$ cat src/rtl/mux_stream_n.sv
// mux_stream_n: selects one of N valid/ready channels (explicit select or round-robin)
// into a single registered output stage with pass-through ready.
module mux_stream_n #(
   parameter  int WIDTH = 32,
   parameter  int N     = 4,
   parameter  int MODE  = 0,
   localparam int SEL_W = $clog2(N)
) (
   input  logic               clk,
   input  logic               rst,
   input  logic [SEL_W-1:0]   sel,
   input  logic [N*WIDTH-1:0] in_data,
   input  logic [N-1:0]       in_valid,
   output logic [N-1:0]       in_ready,
   output logic [WIDTH-1:0]   out_data,
   output logic [SEL_W-1:0]   out_ch,
   output logic               out_valid,
   input  logic               out_ready,
   output logic [31:0]        xfer_cnt
);
   logic [WIDTH-1:0] data_q, data_d;
   logic [SEL_W-1:0] ch_q, ch_d, ptr_q, ptr_d, rr_idx, g_idx;
   logic [SEL_W:0]   c;
   logic [31:0]      cnt_q, cnt_d;
   logic             valid_q, valid_d, load_en, sel_hit, rr_hit, g_hit, xfer;

   assign sel_hit = ({1'b0, sel} < (SEL_W+1)'(N)) && in_valid[sel];

   // Scan channels starting at the pointer, wrapping past N-1 back to 0.
   always_comb begin
      rr_hit = 1'b0;
      rr_idx = '0;
      c      = '0;
      for (int i = 0; i < N; i++) begin
         c = {1'b0, ptr_q} + (SEL_W+1)'(i);
         if (c >= (SEL_W+1)'(N)) c = c - (SEL_W+1)'(N);
         if (!rr_hit && in_valid[c[SEL_W-1:0]]) begin
            rr_hit = 1'b1;
            rr_idx = c[SEL_W-1:0];
         end
      end
   end

   always_comb begin
      g_hit    = (MODE != 0) ? rr_hit : sel_hit;
      g_idx    = (MODE != 0) ? rr_idx : sel;
      load_en  = !valid_q || out_ready;
      xfer     = load_en && g_hit && !rst;
      in_ready = xfer ? (N'(1) << g_idx) : '0;
      data_d   = xfer ? in_data[g_idx*WIDTH +: WIDTH] : data_q;
      ch_d     = xfer ? g_idx : ch_q;
      valid_d  = xfer || (valid_q && !out_ready);
      cnt_d    = cnt_q + 32'(xfer);
      ptr_d    = ((MODE != 0) && xfer) ? ((g_idx == SEL_W'(N-1)) ? '0 : g_idx + 1'b1) : ptr_q;
   end

   always_ff @(posedge clk) begin
      if (rst) begin
         data_q  <= '0;
         ch_q    <= '0;
         valid_q <= 1'b0;
         cnt_q   <= '0;
         ptr_q   <= '0;
      end else begin
         data_q  <= data_d;
         ch_q    <= ch_d;
         valid_q <= valid_d;
         cnt_q   <= cnt_d;
         ptr_q   <= ptr_d;
      end
   end

   assign out_data  = data_q;
   assign out_ch    = ch_q;
   assign out_valid = valid_q;
   assign xfer_cnt  = cnt_q;
endmodule

$ cat config.mk
export PLATFORM = sky130hd
export DESIGN_NAME = mux_stream_n
export DESIGN_NICKNAME = d
export VERILOG_FILES = /design/src/rtl/mux_stream_n.sv
export SDC_FILE = /design/constraint.sdc
export NUM_CORES = 1
export LEC_CHECK = 0
export BUFFER_PORTS_ARGS = -buffer_cell sky130_fd_sc_hd__buf_2
export CAP_MARGIN = 0
export CORE_AREA = 3 3 108 79
export CTS_CLUSTER_SIZE = 40
export DETAILED_ROUTE_END_ITERATION = 16
export DIE_AREA = 0 0 111 82
export PLACE_DENSITY = 0.95
export SYNTH_ARGS = -nofsm -noshare
export SYNTH_HDL_FRONTEND = slang
export SYNTH_SLANG_ARGS = --single-unit
$ cat constraint.sdc
create_clock -name clk -period 5.6 [get_ports clk]
set_input_delay 0.56 -clock clk [delete_from_list [all_inputs] [get_ports clk]]
set_output_delay 0.56 -clock clk [all_outputs]
set_load 0.02 [all_outputs]
Yosys cells after proc, flatten, opt, wreduce, memory -nomap -nowiden. Cells that the tools add are included. Widths: inputs -> output; s select.

Register bits after elaboration: 67. Input bits: 137. Output and inout bits: 71. Logic and storage cells: 19.

Add/subtract/negate cells: 1. $lt $le $gt $ge: 1. Shifts and indexed selects: 2. Mux-type cells: 3. Reduce and logical (&&, ||, !) cells: 8.

Operators with widths (count): $shiftx 128x8->32 (1); $add 32x1->32 (1); $mux 4 (1); $shl 1x2->4 const A (1); $logic_and 1x1->1 (3); $logic_not 1->1 (3); $lt 2x3->1 const B (1); $bmux 1 s2 (1); $logic_or 1x1->1 (2); $mux 1 (1).

Depth between registers and ports, before layout. Gate-level depths: netlist of the first run.

Depth after elaboration: 5. Depth in mapped cells: 11. Depth with buffers taken out: 9.

Worst setup path before layout of the first run. Ideal clock, no wire load.

Kind: input to register. From: input port sel[0]. To: register cnt_q[26], in the netlist xfer_cnt[26]. Library setup time: 70 ps. Arrival time: 3442 ps. Required time: 5530 ps. Setup slack: 2087 ps. Stages: 10. Path buffers: 1. Cell sequence: mux4_2 -> nand3b_1 -> clkinv_1 -> clkbuf_1 -> ha_1 -> ha_1 -> nand4_2 -> or4_4 -> or4_1 -> a21oi_1.

Word-level cells in the longest chain between the ends: 5.

Ends and longest elaborated chain: start: declaration (line 11) `input logic [SEL_W-1:0] sel,`; $bmux 1 s2 (line 27) `assign sel_hit = ({1'b0, sel} < (SEL_W+1)'(N)) && in_valid[sel];`; $mux 1 (implied by the code) (line 27); $logic_and 1x1->1 (2 in a row) (line 48) `xfer = load_en && g_hit && !rst;`; named net xfer (line 25) `logic valid_q, valid_d, load_en, sel_hit, rr_hit, g_hit, xfer;`; $add 32x1->32 (line 53) `cnt_d = cnt_q + 32'(xfer);`; end signal: assignment (line 68) `cnt_q <= cnt_d;`; end: declaration (line 24) `logic [31:0] cnt_q, cnt_d;`.

The timed path passes the listed nets, and every way through them passes these cells. The select of a mux whose other input is x is not followed. A chain may end at the register's enable or synchronous reset.

Worst setup path after layout of the first run.
From: input port sel[1]. To: register cnt_q[26], in the netlist xfer_cnt[26].

Word-level cells in the longest chain between the ends: 5.

Ends and longest elaborated chain (line): $bmux 1 s2 (27); $mux 1 (implied by the code) (27); $logic_and 1x1->1 (2 in a row) (48); $add 32x1->32 (53).

No other way between the ends. The select of a mux whose other input is x is not followed.

==> results of run 1 <==
## power breakdown
group / internal [mW] / leakage (nW) / total, mW / switching, mW
Combinational: 0.0975 / 1.48 / 0.196 / 0.0983
Sequential: 0.494 / 0.544 / 0.503 / 0.00904
Clock: 0.275 / 0.113 / 0.452 / 0.177
## how the worst min path moves through the flow
stage	startpoint	end	slack [ns]	depth (start not counted)
after floorplan	out_ch[0]	out_ch[0]	0.53	2
after global placement	out_data[24]	out_data[24]	0.44	2
after detailed placement	out_data[27]	out_data[27]	0.45	2
after CTS	out_data[27]	out_data[27]	0.45	2
after global routing	out_data[3]	out_data[3]	0.46	2
final	out_data[27]	out_data[27]	0.45	2
## cell usage in the layout (no fill, tap or decap), types with 4 or more instances in the layout
cell      netlist  routed
buf_2           4     207
nand2_1        78      78
dfxtp_1        67      67
a21oi_1        52      52
mux4_2         33      33
nor2_1         15      15
nand3_1        12      12
or4_1          11      11
clkbuf_8        0      11
o21ai_0         9       9
nand4_1         8       8
o31ai_1         8       8
or3_1           8       8
xnor2_1         6       6
inv_1           6       6
xor2_1          5       5
nor4_1          4       4
## cells by family (layout without fill, tap and decap cells)
family,Yosys count,count (layout),share of synthesized area
XOR/XNOR,11,11,0.0271
AND/OR/NAND/NOR,158,158,0.226
other,0,1,0
multiplexers,35,35,0.216
AO/OA/AOI/OAI,70,70,0.105
buffers and inverters,34,233,0.0416
flip-flops,67,67,0.378
adder cells (fa/ha/maj),2,2,0.00705
## worst max-delay path: stages
cell and delay [ns]:
buf_2 0.60, mux4_2 0.38, nand3b_1 0.11, clkinv_1 0.08, ha_1 0.23, ha_1 0.25, nand4_2 0.22, or4_4 0.69
or4_1 0.54, a21oi_1 0.16
## cell type report
class | instances | area share
multi-input combinational | 276 | 0.426
clock inverter | 4 | 0.0150
sequential | 67 | 0.277
timing repair buffer | 210 | 0.218
antenna | 1 | 0.000517
inverter | 7 | 0.00542
tap | 101 | 0.0261
clock buffer | 12 | 0.0320
## sequential cells by signal (all words and copies together) (netlist names)
name,count
out_valid,1
out_ch,2
xfer_cnt,32
out_data,32
## metal layers
metal	up-vias	share of wire	track usage	routed length, µm
met2	165	0.53	0.443	5920
met5	-	0	0	0
met4	0	0.012	0.0590	133
li1	1772	-	-	-
met3	14	0.076	0.0677	842
met1	1778	0.38	0.277	4240
==> key figures, run 1 <==
Floorplan
  – Die ar.: 9100 µm²
  – Num ports: 208
  – Chip width: 111 µm
  – Die height: 82 µm
  – # rows: 27
  – Core area: 7670 µm²
  – Starting density of the core: 0.463

Power
  – Peak supply drop: 0.120 mV
  – PwrDens: 238 nW/µm²
  – Tot Pwr: 1.15 mW
  – Leakage: 2.13 nW

STA
  – Finish-stage setup viols: 0
  – Sum Neg Setup Slack: 0 ns
  – Setup Skew: 0.00802 ns
  – Peak Freq: 280 MHz
  – Worst Max-Slew Pin Slew: 1.20 ns
  – Final WS setup: 2.03 ns
  – Final hold violations: 0
  – Slew Limit Fails: 0
  – Crit share post-route: 0.637
  – Hold slack: 0.453 ns
  – Tmin final: 3.57 ns
  – RSZ-0062 raised after global routing: no
  – Slew margin rel.: 0.197

Synth
  – Post-synthesis async set-or-reset flop share: 0
  – Top-count cell post-synth: nand2_1
  – Avg Inst Size Synth: 9.42 µm²
  – Area fraction of the dominant cell type after synthesis: 0.378
  – Mapped Cells: 377
  – Post-synthesis cell type count: 37
  – Synth area leader: dfxtp_1
  – Mapped Nets: 516
  – Largest cells by area after synthesis: dfxtp_1 38%, mux4_2 21%, nand2_1 8.2%
  – Post-synthesis sequential area ratio: 0.378
  – Main synth FF type: dfxtp_1
  – Synthesized area: 3550 µm²
  – Synth Register Bits: 67
  – Synth warn: 0
  – Top post-synthesis cells by count: 78 x nand2_1, 67 x dfxtp_1, 52 x a21oi_1, 33 x mux4_2, 18 x clkbuf_1
  – Post-synth EDFFs: 0

Placed design
  – Pre-CTS setup slack: 1.68 ns
  – Final HPWL DP: 8.77 mm
  – GPL Wtd Cong: 0.848
  – Placed cell areas: 4610 µm²
  – Port bufs: 207
  – Dpl cells: 661

CTS
  – CTS tree: yes
  – CTS Root Cell: clkbuf_8
  – Worst-Skew Late Latency: 0.34 ns
  – Clk buf depth: 2
  – Clock-pin slew on the worst setup and hold paths: 0.07 ns
  – Hold Buf Count CTS: 0
  – CTS sink cnt: 67
  – Post-CTS setup buffers: 0
  – Cts bufs inserted: 9
  – H-tree depth: 3
  – Post-CTS Resized: 0

Global route
  – Congestion Overflow GR: 0
  – Number of global-route vias before repair: 3599
  – Overall global routing resource usage: 0.239
  – Initial antenna violation count: 1
  – Largest net degree at the start of global routing: 70
  – First-pass GRT wire length: 17.4 mm

Final layout
  – Cell Count, Final, Fillers Out: 678
  – Reg area: 1340 µm²
  – Cell area after layout: 4840 µm²
  – Share of post-route cells with drive strength above 1: 0.464
  – Final Util: 0.632
  – Synthesis-to-layout area growth: 36.4%
  – Nets: 710
  – Area of the multi-input gates: 2060 µm²
  – Filler Cells Inserted: 633

Drt
  – Vias: 3729
  – Vias per cell: 5.50
  – Routed wire length: 11.1 mm
  – Initial DRT Pass Iterations: 4
  – Residual DRC: 0
  – WL per Instance: 16.4 µm
  – Routed Antenna Nets: 0
  – Initial DRC count: 207

Setup path
  – WP data arrival: 3.82 ns
  – Setup CP Type: in2reg
  – Critical Path Sink Type: register
  – CP Data Required Time: 5.85 ns
  – Reg2Reg Depth: 9
  – Worst Setup SP: sel[1]
  – Setup slack, reg-to-reg: 2.78 ns
  – Reg2reg end: xfer_cnt[26]
  – Critical Path End: xfer_cnt[26]
  – Worst Setup Start Kind: input port
  – R2r startpoint: out_valid
  – Maximum fanout along the worst path: 38

Job
  – Max cap viols: 0

Status
  – Status: finished, final reports clean

Min path
  – HP Class: reg2reg
Power figures use the tool's default switching activity.
==> run 2, diff against run 1 <==
ABC_AREA = 1   (was default)
CORE_AREA = 3 3 122 89   (was 3 3 108 79)
DIE_AREA = 0 0 125 92   (was 0 0 111 82)
PLACE_DENSITY = 0.87   (was 0.95)
clock period = 2.9 ns   (was 5.6 ns; I/O delays follow)
==> run 2 against run 1 <==
First-iteration DRC count is 77% higher. Worst hold slack got worse by 0.19 ns. Largest cell class unchanged. Clock skew fell by 0.0020 ns. Critical endpoint is now xfer_cnt[20]. Highest routed layer unchanged. Utilization decreased by 7.8 points. Largest power group is now the clock network.
==> key figures, run 2 <==
STA
  – Tmin final: 2.27 ns
  – Slew margin rel.: 0.459 (+0.261)
  – Finish-stage setup viols: 0 (unchanged)
  – RSZ-0062 raised after global routing: no
  – Worst Max-Slew Pin Slew: 0.812 ns (-0.392 ns)
  – Peak Freq: 441 MHz
  – Setup Skew: 0.00607 ns (-0.00195 ns)
  – Crit share post-route: 0.781
  – Final hold violations: 0 (unchanged)
  – Slew Limit Fails: 0 (unchanged)
  – Sum Neg Setup Slack: 0 ns (unchanged)

Power
  – Leakage: 2.87 nW (+34%)
  – Peak supply drop: 0.250 mV (+110%)
  – Tot Pwr: 2.51 mW (+120%)
  – PwrDens: 468 nW/µm² (+97%)

Placed design
  – GPL Wtd Cong: 0.900 (+6.1%)
  – Placed cell areas: 5060 µm² (+9.6%)
  – Dpl cells: 1030 (+56%)
  – Final HPWL DP: 9.76 mm (+11%)
  – Port bufs: 207 (unchanged)

Floorplan
  – Core area: 9680 µm² (+26%)
  – Die height: 92 µm (+12%)
  – Num ports: 208 (unchanged)
  – # rows: 30 (+11%)
  – Starting density of the core: 0.411 (-0.0515)
  – Die ar.: 11500 µm² (+26%)
  – Chip width: 125 µm (+13%)

Setup path
  – Maximum fanout along the worst path: 6 (-84%)
  – Setup CP Type: reg2reg
  – WP data arrival: 2.53 ns (-1.29 ns)
  – CP Data Required Time: 3.16 ns (-2.69 ns)
  – Worst Setup Start Kind: register
  – Critical Path Sink Type: register

Synth
  – Largest cells by area after synthesis: dfxtp_1 34%, nand2_1 33%, nor2_1 16%
  – Synthesized area: 3990 µm² (+12%)
  – Post-synth EDFFs: 0 (unchanged)
  – Synth area leader: dfxtp_1
  – Area fraction of the dominant cell type after synthesis: 0.337 (-0.0412)
  – Main synth FF type: dfxtp_1
  – Post-synthesis sequential area ratio: 0.337 (-0.0412)
  – Post-synthesis async set-or-reset flop share: 0 (unchanged)
  – Avg Inst Size Synth: 5.57 µm² (-41%)
  – Top-count cell post-synth: nand2_1
  – Mapped Nets: 855 (+66%)
  – Top post-synthesis cells by count: 350 x nand2_1, 174 x nor2_1, 67 x dfxtp_1, 32 x inv_1, 22 x a21oi_1
  – Mapped Cells: 716 (+90%)
  – Synth warn: 0 (unchanged)
  – Post-synthesis cell type count: 23 (-38%)
  – Synth Register Bits: 67 (unchanged)

Global route
  – First-pass GRT wire length: 20.4 mm (+17%)
  – Number of global-route vias before repair: 4348 (+21%)
  – Congestion Overflow GR: 0 (unchanged)
  – M2 GR Usage: 0.348 (-0.0947)
  – Overall global routing resource usage: 0.215 (-0.0240)
  – Largest net degree at the start of global routing: 65 (-7.1%)
  – Met1 GRT Util: 0.287 (+0.00977)
  – Busiest grt layer: met2
  – Met3 Resource Use GR: 0.0466 (-0.0212)
  – Initial antenna violation count: 0 (-1)

CTS
  – CTS Root Cell: clkbuf_16
  – CTS sink cnt: 67 (unchanged)
  – Post-CTS setup buffers: 0 (unchanged)
  – Cts bufs inserted: 9 (unchanged)
  – CTS tree: yes
  – Clk buf depth: 2 (unchanged)
  – Hold Buf Count CTS: 0 (unchanged)
  – Worst-Skew Late Latency: 0.32 ns (-0.02 ns)
  – Post-CTS Resized: 0 (unchanged)
  – H-tree depth: 3 (unchanged)
  – Clock-pin slew on the worst setup and hold paths: 0.05 ns (-0.02 ns)

Final layout
  – Filler Cells Inserted: 1045 (+65%)
  – Commonest cells after routing, fill and taps aside: 350 x nand2_1, 207 x buf_2, 171 x nor2_1, 67 x dfxtp_1, 32 x inv_1
  – Nets: 1052 (+48%)
  – Commonest non-fill, non-tap cell in the layout: nand2_1
  – Cell Count, Final, Fillers Out: 1044 (+54%)
  – Synthesis-to-layout area growth: 34.5%
  – Ant. Diodes: 0 (-1)
  – Share of post-route cells with drive strength above 1: 0.259 (-0.205)
  – Cell area after layout: 5360 µm² (+11%)

Drt
  – WL per Instance: 12.2 µm (-26%)
  – Routed Antenna Nets: 0 (unchanged)
  – Initial DRT Pass Iterations: 5 (+1)
  – Vias: 4880 (+31%)
  – Routed wire length: 12.8 mm (+15%)
  – Residual DRC: 0 (unchanged)
  – Initial DRC count: 367 (+77%)
  – Vias per cell: 4.67 (-15%)

Min path
  – HP Class: in2reg

Status
  – Status: finished, final reports clean

Job
  – Max cap viols: 0 (unchanged)
[run 2: path summary, 6_finish.rpt]
check | slack (ns) | cells after the start | startpoint | to
min | 0.27 | 4 | out_ready | out_valid
min reg2reg | 0.46 | 2 | out_ch[0] | out_ch[0]
max reg2reg | 0.63 | 15 | out_valid | xfer_cnt[20]
max | 0.63 | 15 | out_valid | xfer_cnt[20]
[run 2: final cells by class]
| type | instances | area (µm²) | share of cell area |
|---|---|---|---|
| Sequential cell | 67 | 1340 | 0.250 |
| Clock buffer | 12 | 267 | 0.0497 |
| Inverter | 35 | 131 | 0.0245 |
| Tap cell | 128 | 160 | 0.0299 |
| Clock inverter | 2 | 35.0 | 0.00654 |
| Timing Repair Buffer | 213 | 1080 | 0.202 |
| Multi-Input combinational cell | 587 | 2340 | 0.437 |
[run 2: power by group]
part           switching [mW]  internal (mW)
Sequential             0.0184          0.961
Clock                   0.374          0.724
Combinational           0.259          0.172
[run 2: through the flow]
stage	hold WS, ns	worst slack, ns	utilization
after floorplan	0.445	0.609	-
after global placement	0.447	0.611	0.522
after detailed placement	0.456	0.539	0.522
after CTS	0.255	0.651	0.553
after global routing	0.314	0.290	0.553
final	0.267	0.634	0.553
[run 2: kinds of logic (layout without fill, tap and decap cells)]
group,count (synthesis),after routing,share of synthesized area
AND/OR/NAND/NOR,550,550,0.530
flip-flops,67,67,0.337
buffers and inverters,62,262,0.0769
AO/OA/AOI/OAI,30,30,0.0396
XOR/XNOR,5,5,0.0110
adder cells (fa/ha/maj),2,2,0.00628
[run 2: routing by layer]
layer,up-vias,share of wire
met5,-,0
met4,0,0.013
met3,13,0.083
met2,201,0.45
met1,2120,0.45
li1,2546,-
[run 2: critical path, stage by stage, from the launching register on]
cell and delay (ns):
dfxtp_1 0.31, inv_1 0.05, nor2_1 0.04, nor2_1 0.25, nand2_4 0.11, inv_2 0.08, ha_1 0.19, ha_1 0.19
nand2_1 0.08, nor2_2 0.19, nand2_1 0.14, nor2_2 0.24, nand2_1 0.11, nand2_1 0.07, nand2_1 0.04, nor2_1 0.10
==> run 3, diff against run 2 <==
CORE_AREA = 3 3 116 84   (was 3 3 122 89)
DIE_AREA = 0 0 119 87   (was 0 0 125 92)
PLACE_DENSITY = 0.91   (was 0.87)
clock period = 2.1 ns   (was 2.9 ns; I/O delays follow)
==> run 3 against run 2 <==
Worst hold slack lost 0.076 ns. Flip-flop and latch count is the same. Clock power up 21%. Combinational power increased by 39%. First-iteration DRC count up 14%. Global-route usage is 1.4 points higher. Largest power group is now registers.
==> key figures, run 3 (same netlist as run 2, synthesis figures left out) <==
CTS
  – CTS Root Cell: clkbuf_16
  – H-tree depth: 3 (unchanged)
  – Cts bufs inserted: 9 (unchanged)
  – Clock-pin slew on the worst setup and hold paths: 0.06 ns (about the same)
  – CTS sink cnt: 67 (unchanged)
  – Worst-Skew Late Latency: 0.32 ns (about the same)
  – Post-CTS Resized: 0 (unchanged)
  – CTS tree: yes
  – Clk buf depth: 2 (unchanged)

Global route
  – Number of global-route vias before repair: 4220 (-2.9%)
  – Largest net degree at the start of global routing: 65 (unchanged)
  – Initial antenna violation count: 0 (unchanged)
  – Congestion Overflow GR: 0 (unchanged)
  – Overall global routing resource usage: 0.228 (+0.0135)
  – First-pass GRT wire length: 19.4 mm (-4.9%)

Drt
  – Residual DRC: 0 (unchanged)
  – WL per Instance: 11.6 µm (-5.4%)
  – Initial DRT Pass Iterations: 5 (unchanged)
  – Vias: 4881 (+0.020%)
  – Routed wire length: 12.0 mm (-5.8%)
  – Initial DRC count: 417 (+14%)
  – Routed Antenna Nets: 0 (unchanged)
  – Vias per cell: 4.69 (+0.41%)

STA
  – Tmin final: 1.89 ns (-0.377 ns)
  – Crit share post-route: 0.899 (+0.118)
  – Finish-stage setup viols: 0 (unchanged)
  – Slew margin rel.: 0.606 (+0.147)
  – Worst Max-Slew Pin Slew: 0.591 ns (-0.221 ns)
  – RSZ-0062 raised after global routing: no
  – Peak Freq: 529 MHz (+20%)
  – Setup Skew: 0.00883 ns (+0.00276 ns)
  – Final hold violations: 0 (unchanged)
  – Slew Limit Fails: 0 (unchanged)
  – Sum Neg Setup Slack: 0 ns (unchanged)
  – Final WS setup: 0.211 ns (-0.423 ns)

Final layout
  – Commonest non-fill, non-tap cell in the layout: nand2_1
  – Share of post-route cells with drive strength above 1: 0.272 (+0.0130)
  – Area of the multi-input gates: 2400 µm² (+2.3%)
  – Ant. Diodes: 0 (unchanged)
  – Cell area after layout: 5400 µm² (+0.77%)
  – Filler Cells Inserted: 851 (-19%)
  – Synthesis-to-layout area growth: 35.5%
  – Reg area: 1340 µm² (unchanged)
  – Commonest cells after routing, fill and taps aside: 347 x nand2_1, 207 x buf_2, 168 x nor2_1, 67 x dfxtp_1, 32 x inv_1
  – Nets: 1054 (+0.19%)

Setup path
  – WP data arrival: 2.10 ns (-0.43 ns)
  – R2r startpoint: out_valid
  – CP Data Required Time: 2.31 ns (-0.85 ns)
  – Setup CP Type: reg2reg
  – Worst Setup Start Kind: register
  – Worst Setup SP: out_valid
  – Critical Path Sink Type: register
  – Maximum fanout along the worst path: 6 (unchanged)

Power
  – Leakage: 2.86 nW (about the same)
  – Peak supply drop: 0.480 mV (+92%)
  – Clk pwr share: 0.405 (-0.033)
  – Sw Share: 0.281 (+0.0209)
  – PwrDens: 608 nW/µm² (+30%)
  – Switching power total: 922 µW (+41%)
  – Internal power: 2.36 mW (+27%)
  – Logic pwr share: 0.182 (+0.010)
  – Power share of the sequential group: 0.413 (+0.023)

Min path
  – Hold Crit Start: out_ready
  – HP Class: in2reg

Floorplan
  – Die ar.: 10400 µm² (-10%)
  – Core area: 8580 µm² (-11%)
  – Chip width: 119 µm (-4.8%)
  – Num ports: 208 (unchanged)
  – Die height: 87 µm (-5.4%)
  – Starting density of the core: 0.464 (+0.0528)
  – # rows: 28 (-6.7%)

Job
  – Max cap viols: 0 (unchanged)

Placed design
  – Placed cell areas: 5130 µm² (+1.4%)
  – Pre-CTS setup slack: 0.0660 ns (-0.473 ns)
  – Final HPWL DP: 9.49 mm (-2.7%)
  – Port bufs: 207 (unchanged)
  – GPL Wtd Cong: 0.972 (+8.0%)

Status
  – Status: finished, final reports clean
-- run 3: changes by cell type in the layout (fill, tap and decap cells not counted), moves of 3 or more --
cell	delta
clkbuf_8	-3
clkinv_2	+3
nand2_1	-3
nand2_2	+3
nor2_1	-3
-- run 3: power groups by stage --
stage | combinational, mW | clock (mW) | sequential [mW]
3_3_place_gp | 0.590 | 0 | 1.38
6_report | 0.598 | 1.33 | 1.36
3_5_place_dp | 0.598 | 0 | 1.38
2_1_floorplan | 0.300 | 0 | 1.45
5_1_grt | 0.676 | 1.44 | 1.36
4_1_cts | 0.600 | 1.37 | 1.36
-- run 3: per-layer routing --
layer | vias up | GRT usage | share of wire
met1 | 2095 | 0.282 | 0.42
met2 | 217 | 0.378 | 0.46
met5 | - | 0 | 0
li1 | 2554 | - | -
met3 | 15 | 0.0864 | 0.11
met4 | 0 | 0.0589 | 0.014
-- run 3: cell type report --
| type | instances | share of cell area |
|---|---|---|
| multi-input cells | 587 | 0.444 |
| inverters | 35 | 0.0243 |
| well taps | 120 | 0.0278 |
| repair buffers | 215 | 0.205 |
| clock inverters | 7 | 0.00834 |
| flip-flops and latches | 67 | 0.248 |
| clock buffers | 9 | 0.0417 |
-- run 3: worst paths after layout --
check            endpoint  slack [ns]  cells past startpoint
max          xfer_cnt[20]        0.21                     14
min             out_valid        0.19                      4
max reg2reg  xfer_cnt[20]        0.21                     14
min reg2reg     out_ch[0]        0.46                      2
-- run 3: metrics by stage --
stage                     instances  power (mW)  hold WS [ns]   util
after floorplan                 716        1.75         0.365      -
after global placement         1024        1.97         0.456  0.598
after detailed placement       1024        1.98         0.457  0.598
after CTS                      1040        3.33         0.178  0.629
after global routing           1040        3.48         0.177  0.629
final                          1040        3.29         0.191  0.629
-- run 3: worst max-delay path, stage by stage (launching register included) --
cell	delay, ns
dfxtp_1	0.31
inv_1	0.05
nor2_1	0.05
nor2_2	0.16
nand2_4	0.09
inv_2	0.08
ha_4	0.14
ha_4	0.13
nand2_2	0.07
nor2_4	0.18
nand2_2	0.13
nor2_4	0.17
nand2_1	0.09
nor2_1	0.09
nor2_1	0.05
-- run 3: timing repair --
action | 4_1_cts | 5_1_grt
hold buffers | 0 | 0
setup endpoints to repair | 0 | 1
hold endpoints to repair | 0 | 0
buffers inserted | 0 | 0
